### config.mk
export PLATFORM = sky130hd
export DESIGN_NAME = mem_arbiter
export DESIGN_NICKNAME = d
export VERILOG_FILES = /design/src/rtl/mem_arb_pkg.sv /design/src/rtl/mem_arb_grant.sv /design/src/rtl/mem_arbiter.sv
export SDC_FILE = /design/constraint.sdc
export NUM_CORES = 1
export LEC_CHECK = 0
export CORE_MARGIN = 2
export CORE_UTILIZATION = 38
export CTS_BUF_LIST = sky130_fd_sc_hd__clkbuf_4 sky130_fd_sc_hd__clkbuf_8 sky130_fd_sc_hd__clkbuf_16
export DETAILED_ROUTE_END_ITERATION = 6
export PLACE_DENSITY = 0.91
export SLEW_MARGIN = 5
export SYNTH_ARGS = -nofsm -noshare
export SYNTH_HDL_FRONTEND = slang
export SYNTH_HIERARCHICAL = 1
export SYNTH_SLANG_ARGS = --single-unit
### constraint.sdc
create_clock -name clk_i -period 3.74 [get_ports clk_i]
set_input_delay 0.748 -clock clk_i [delete_from_list [all_inputs] [get_ports clk_i]]
set_output_delay 0.748 -clock clk_i [all_outputs]
set_load 0.02 [all_outputs]
### src/rtl/mem_arb_pkg.sv
// Shared types and constants for the two-port memory arbiter.
package mem_arb_pkg;

  localparam int unsigned NUM_PORTS  = 2;
  localparam int unsigned PORT_IDX_W = 1;

  localparam logic [PORT_IDX_W-1:0] PORT_ICACHE = 1'b0;
  localparam logic [PORT_IDX_W-1:0] PORT_DCACHE = 1'b1;

  typedef enum logic [1:0] {
    ST_IDLE = 2'd0,
    ST_BUSY = 2'd1,
    ST_DONE = 2'd2
  } state_e;

endpackage

### src/rtl/mem_arb_grant.sv
// Grant selection for the memory arbiter: fixed D-cache priority, or alternating
// under contention when MEM_ARB_ROUND_ROBIN_EN is defined.
module mem_arb_grant
  import mem_arb_pkg::*;
(
  input  logic [NUM_PORTS-1:0]  req_i,
`ifdef MEM_ARB_ROUND_ROBIN_EN
  input  logic [PORT_IDX_W-1:0] last_grant_i,
`endif
  output logic [PORT_IDX_W-1:0] grant_c
);

  always_comb begin
    grant_c = PORT_ICACHE;
    if (req_i[PORT_DCACHE]) begin
      grant_c = PORT_DCACHE;
    end
`ifdef MEM_ARB_ROUND_ROBIN_EN
    // Under contention, serve the port that was not served last.
    if (&req_i) begin
      grant_c = (last_grant_i == PORT_DCACHE) ? PORT_ICACHE : PORT_DCACHE;
    end
`endif
  end

endmodule

### src/rtl/mem_arbiter.sv
// Merges I-cache and D-cache accesses onto one fixed-latency memory port.
// Optional round-robin grant under contention via MEM_ARB_ROUND_ROBIN_EN.
module mem_arbiter
  import mem_arb_pkg::*;
#(
  parameter int unsigned LATENCY    = 4,
  parameter int unsigned ADDR_WIDTH = 32,
  parameter int unsigned DATA_WIDTH = 32
) (
  input  logic                                 clk_i,
  input  logic                                 rst_i,
  input  logic [NUM_PORTS-1:0]                 req_i,
  input  logic [NUM_PORTS-1:0]                 wen_i,
  input  logic [NUM_PORTS-1:0][ADDR_WIDTH-1:0] addr_i,
  input  logic [NUM_PORTS-1:0][DATA_WIDTH-1:0] wdata_i,
  output logic [NUM_PORTS-1:0]                 ack_o,
  output logic [DATA_WIDTH-1:0]                rdata_o,
  output logic                                 stall_o,
  output logic [ADDR_WIDTH-1:0]                mem_addr_o,
  output logic [DATA_WIDTH-1:0]                mem_wdata_o,
  output logic                                 mem_wen_o,
  input  logic [DATA_WIDTH-1:0]                mem_rdata_i
);

  localparam int unsigned CNT_W = (LATENCY > 1) ? $clog2(LATENCY) : 1;
  localparam logic [CNT_W-1:0] CNT_LAST = CNT_W'(LATENCY - 1);

  state_e                  state_q, state_d;
  logic [CNT_W-1:0]        cnt_q, cnt_d;
  logic [PORT_IDX_W-1:0]   grant_q, grant_d;
  logic                    wen_q, wen_d;
  logic [NUM_PORTS-1:0]    ack_q, ack_d;
  logic [DATA_WIDTH-1:0]   rdata_q, rdata_d;
  logic [ADDR_WIDTH-1:0]   mem_addr_q, mem_addr_d;
  logic [DATA_WIDTH-1:0]   mem_wdata_q, mem_wdata_d;
  logic                    mem_wen_q, mem_wen_d;
  logic [PORT_IDX_W-1:0]   grant_c;

`ifdef MEM_ARB_ROUND_ROBIN_EN
  logic [PORT_IDX_W-1:0]   last_grant_q, last_grant_d;
`endif

  mem_arb_grant u_grant (
    .req_i        (req_i),
`ifdef MEM_ARB_ROUND_ROBIN_EN
    .last_grant_i (last_grant_q),
`endif
    .grant_c      (grant_c)
  );

  // State register and registered outputs.
  always_ff @(posedge clk_i or posedge rst_i) begin
    if (rst_i) begin
      state_q     <= ST_IDLE;
      cnt_q       <= '0;
      grant_q     <= PORT_ICACHE;
      wen_q       <= 1'b0;
      ack_q       <= '0;
      rdata_q     <= '0;
      mem_addr_q  <= '0;
      mem_wdata_q <= '0;
      mem_wen_q   <= 1'b0;
    end else begin
      state_q     <= state_d;
      cnt_q       <= cnt_d;
      grant_q     <= grant_d;
      wen_q       <= wen_d;
      ack_q       <= ack_d;
      rdata_q     <= rdata_d;
      mem_addr_q  <= mem_addr_d;
      mem_wdata_q <= mem_wdata_d;
      mem_wen_q   <= mem_wen_d;
    end
  end

`ifdef MEM_ARB_ROUND_ROBIN_EN
  always_ff @(posedge clk_i or posedge rst_i) begin
    if (rst_i) begin
      last_grant_q <= PORT_ICACHE;
    end else begin
      last_grant_q <= last_grant_d;
    end
  end
`endif

  // Next-state and output logic; mem_addr/wdata registers double as the operand latch.
  always_comb begin
    state_d     = state_q;
    cnt_d       = cnt_q;
    grant_d     = grant_q;
    wen_d       = wen_q;
    ack_d       = '0;
    rdata_d     = rdata_q;
    mem_addr_d  = mem_addr_q;
    mem_wdata_d = mem_wdata_q;
    mem_wen_d   = 1'b0;
`ifdef MEM_ARB_ROUND_ROBIN_EN
    last_grant_d = last_grant_q;
`endif

    case (state_q)
      ST_IDLE: begin
        rdata_d     = '0;
        mem_addr_d  = '0;
        mem_wdata_d = '0;
        if (|req_i) begin
          grant_d     = grant_c;
          wen_d       = wen_i[grant_c];
          mem_addr_d  = addr_i[grant_c];
          mem_wdata_d = wdata_i[grant_c];
          mem_wen_d   = wen_i[grant_c];
          cnt_d       = '0;
          state_d     = ST_BUSY;
`ifdef MEM_ARB_ROUND_ROBIN_EN
          last_grant_d = grant_c;
`endif
        end
      end
      ST_BUSY: begin
        cnt_d = cnt_q + CNT_W'(1);
        if (cnt_q == CNT_LAST) begin
          rdata_d        = wen_q ? '0 : mem_rdata_i;
          ack_d[grant_q] = 1'b1;
          mem_addr_d     = '0;
          mem_wdata_d    = '0;
          cnt_d          = '0;
          state_d        = ST_DONE;
        end
      end
      ST_DONE: begin
        rdata_d = '0;
        state_d = ST_IDLE;
      end
      default: begin
        state_d = ST_IDLE;
      end
    endcase
  end

  assign ack_o       = ack_q;
  assign rdata_o     = rdata_q;
  assign mem_addr_o  = mem_addr_q;
  assign mem_wdata_o = mem_wdata_q;
  assign mem_wen_o   = mem_wen_q;
  assign stall_o     = (|req_i) || (state_q != ST_IDLE);

endmodule

==> flow_summary.toml <==
[status]
status = "complete, no violations"

[finish]
fin_nets = 739
num_antenna_cells = 0
area_growth_syn_to_layout_pct = 68.2
layoutNonFillerInstCount = 720
layout-drive-gt1-share_pct = 5.20
fin_util_pct = 65.5

[setup_path]
crit_top_cell = "clkdlybuf4s50_1"
critical_path.top_delay_family = "buffers and inverters"
critical_path_buf_inv_count = 2
reg2reg_slack_ns = 1.57
rr_worst_depth = 4
cp-startpoint = "req_i[0]"
crit_cells = 4
timing.critical_path.cells = "clkdlybuf4s50_1 > nor2_1 > nand2_1 > clkdlybuf4s50_1"
critical_path_arrival_ns = 2.01
start_kind = "input port"
worst_setup_path_end_kind = "output pin"
reg2reg_to = "rdata_o[25]"
path_class = "in2out"
worstPathRequired_ns = 2.99
slowest_stage = "clkdlybuf4s50_1"
crit_fanout = 2
r2r_start = "cnt_q[0]"
cp_slowest_stage_delay_ns = 0.60

[placement]
gp_congestion = 0.857
io_buffers = 265
dp.cells = 704
hpwlAfterDp_mm = 9.96

[pwr]
total_leakage_power_nw = 3.24
powerDensity_nw_per_um2 = 706
p_total_w = 0.00528
ir_drop_mv = 0.350

[floorplanning]
die_x_um = 112
coreArea_um2 = 11400
initial_core_util_pct = 38.9
ioPinCount = 266
die-area_um2 = 12600
fp-row-count = 39
die_h_um = 112

[detailed_routing]
ant_nets = 0
routed_wl_mm = 13.2
drt-initial-drc-count = 173
dr.pass1.iters = 4
drc = 0
wire_per_inst_um = 18.4
routed_via_density = 5.18
vias = 3730

[worst_hold_path]
min-delay-start = "grant_q"
hp-class = "reg2reg"
worstHoldPathCells = 1
worst_hold_path.endpoint = "ack_o[0]"

[clock_tree]
clk_latency_ns = 0.34
cts_hold_buffers = 0
clock-sinks = 105
cts_root_buffer = "clkbuf_16"
cts_resized = 0
numCtsBuffers = 9
clkTransAtPathRegs_ns = 0.06
cts_tree = "done"
post_cts_buffers = 0
cts-htree-levels = 3
clk_path_buf_depth = 2

[synth]
syn_area_um2 = 4440
seq_area_frac_synth_pct = 59.1
yosys-top-cells-area = "dfrtp_1, mux2i_1, o2bb2ai_1"
synth_top_area_share_pct = 59.1
synth_largest_area_cell = "dfrtp_1"
yosys_warnings = 6
synth_cells = 319
syn-num-nets = 486
ys_ff_latch = 105
synth_cell_type_count = 28
avgSynthCellArea_um2 = 13.9

[grt]
grt_max_degree = 64
grt.overflow.total = 0
grt_pass1_wl_mm = 21.0
antenna_found_initial = 0
track_usage_pct = 20.8
grt_pass1_vias = 4072

[sta]
relSlewSlack_pct = 22.5
slew_violations = 0
finalHoldViolCount = 0
tns_ns = 0
grt_setup_unrepaired = "no"
fin_crit_ns = 2.76
worst_pin_slew_ns = 1.16
fin_worst_skew_ns = 0.0110
holdWs_ns = 0.452
setup_viol = 0
fmax_mhz = 363
fin_crit_sh_pct = 73.7

[run]
cap_violations = 0
## sequential cells by signal, indices dropped and copies added, names as in the netlist
signal and cells:
grant_q 1, rdata_o 32, mem_wdata_o 32, mem_addr_o 32, mem_wen_o 1, state_q 2, ack_o 2, cnt_q 2
wen_q 1
## per-layer routing
layer	global-route usage, %	vias up	wire [µm]
li1	-	1728	-
met1	24.4	1790	5180
met2	36.5	186	6600
met3	6.48	26	1120
met4	6.75	0	322
met5	0	-	0
## report_power, final
group,total (W),internal (W),leakage (nW),switching (W)
clock network,0.000889,0.000482,0.140,0.000407
logic,0.00256,0.00123,1.72,0.00132
registers,0.00183,0.00157,1.38,0.000261
total,0.00528,0.00329,3.24,0.00199
## how the worst max path moves through the flow
stage | slack [ns] | end
floorplan | 0.23 | ack_o[0]
global placement | 0.98 | stall_o
detailed placement | 0.98 | stall_o
CTS | 0.98 | stall_o
global route | 0.95 | stall_o
finish | 0.98 | stall_o
## cells in the mapped netlist
library cell	number
nand2b_1	1
clkbuf_2	1
dfrtp_1	105
nor2_1	3
clkbuf_4	1
inv_1	4
a22o_1	32
ha_1	1
a21o_1	1
mux2_2	1
buf_4	9
nor4_1	1
a21oi_1	1
nor2_2	1
mux2i_1	65
a31o_2	2
nor3_1	1
o2bb2ai_1	64
o21ai_0	1
and3_1	1
nand3b_1	1
and2_1	1
o21ai_4	1
nand2_1	1
nor2b_1	1
buf_2	13
o21ai_2	1
clkbuf_1	4
## layout by cell type (no fill, tap or decap), types with 2 or more instances in the layout
cell	instances
dfrtp_1	105
a22o_1	32
a31o_2	2
buf_4	4
inv_1	3
inv_6	2
clkdlybuf4s50_1	264
clkbuf_16	9
o21ai_4	2
nor2_1	3
o2bb2ai_1	64
mux2i_1	65
buf_12	2
## area by class of cell
type                    instances  area [µm²]
clock inverters                 5        38.8
clock buffers                  11         246
repair buffers                270        2710
flip-flops and latches        105        2630
inverters                       4        17.5
fillers                       869        3950
well taps                     143         179
multi-input cells             182        1650
## worst reg2reg max path: stages (launching register included)
cell      delay, ns
dfrtp_1        0.37
ha_1           0.34
nand3b_1       0.21
nor2_2         0.91
a22o_1         0.27
## per-stage QoR
step,worst slack (ns),area [µm²]
floorplan,0.231,4440
global placement,0.984,7190
detailed placement,0.982,7190
CTS,0.982,7470
global route,0.954,7470
finish,0.983,7470
## logic make-up after synthesis
group | Yosys count | synth area share [%]
flops | 105 | 59.1
compound gates | 103 | 20.3
mux | 66 | 14.9
buf+inv | 32 | 3.94
simple gates | 12 | 1.46
fa+ha+maj | 1 | 0.282
No activity file was read; power rests on OpenSTA's default activity.
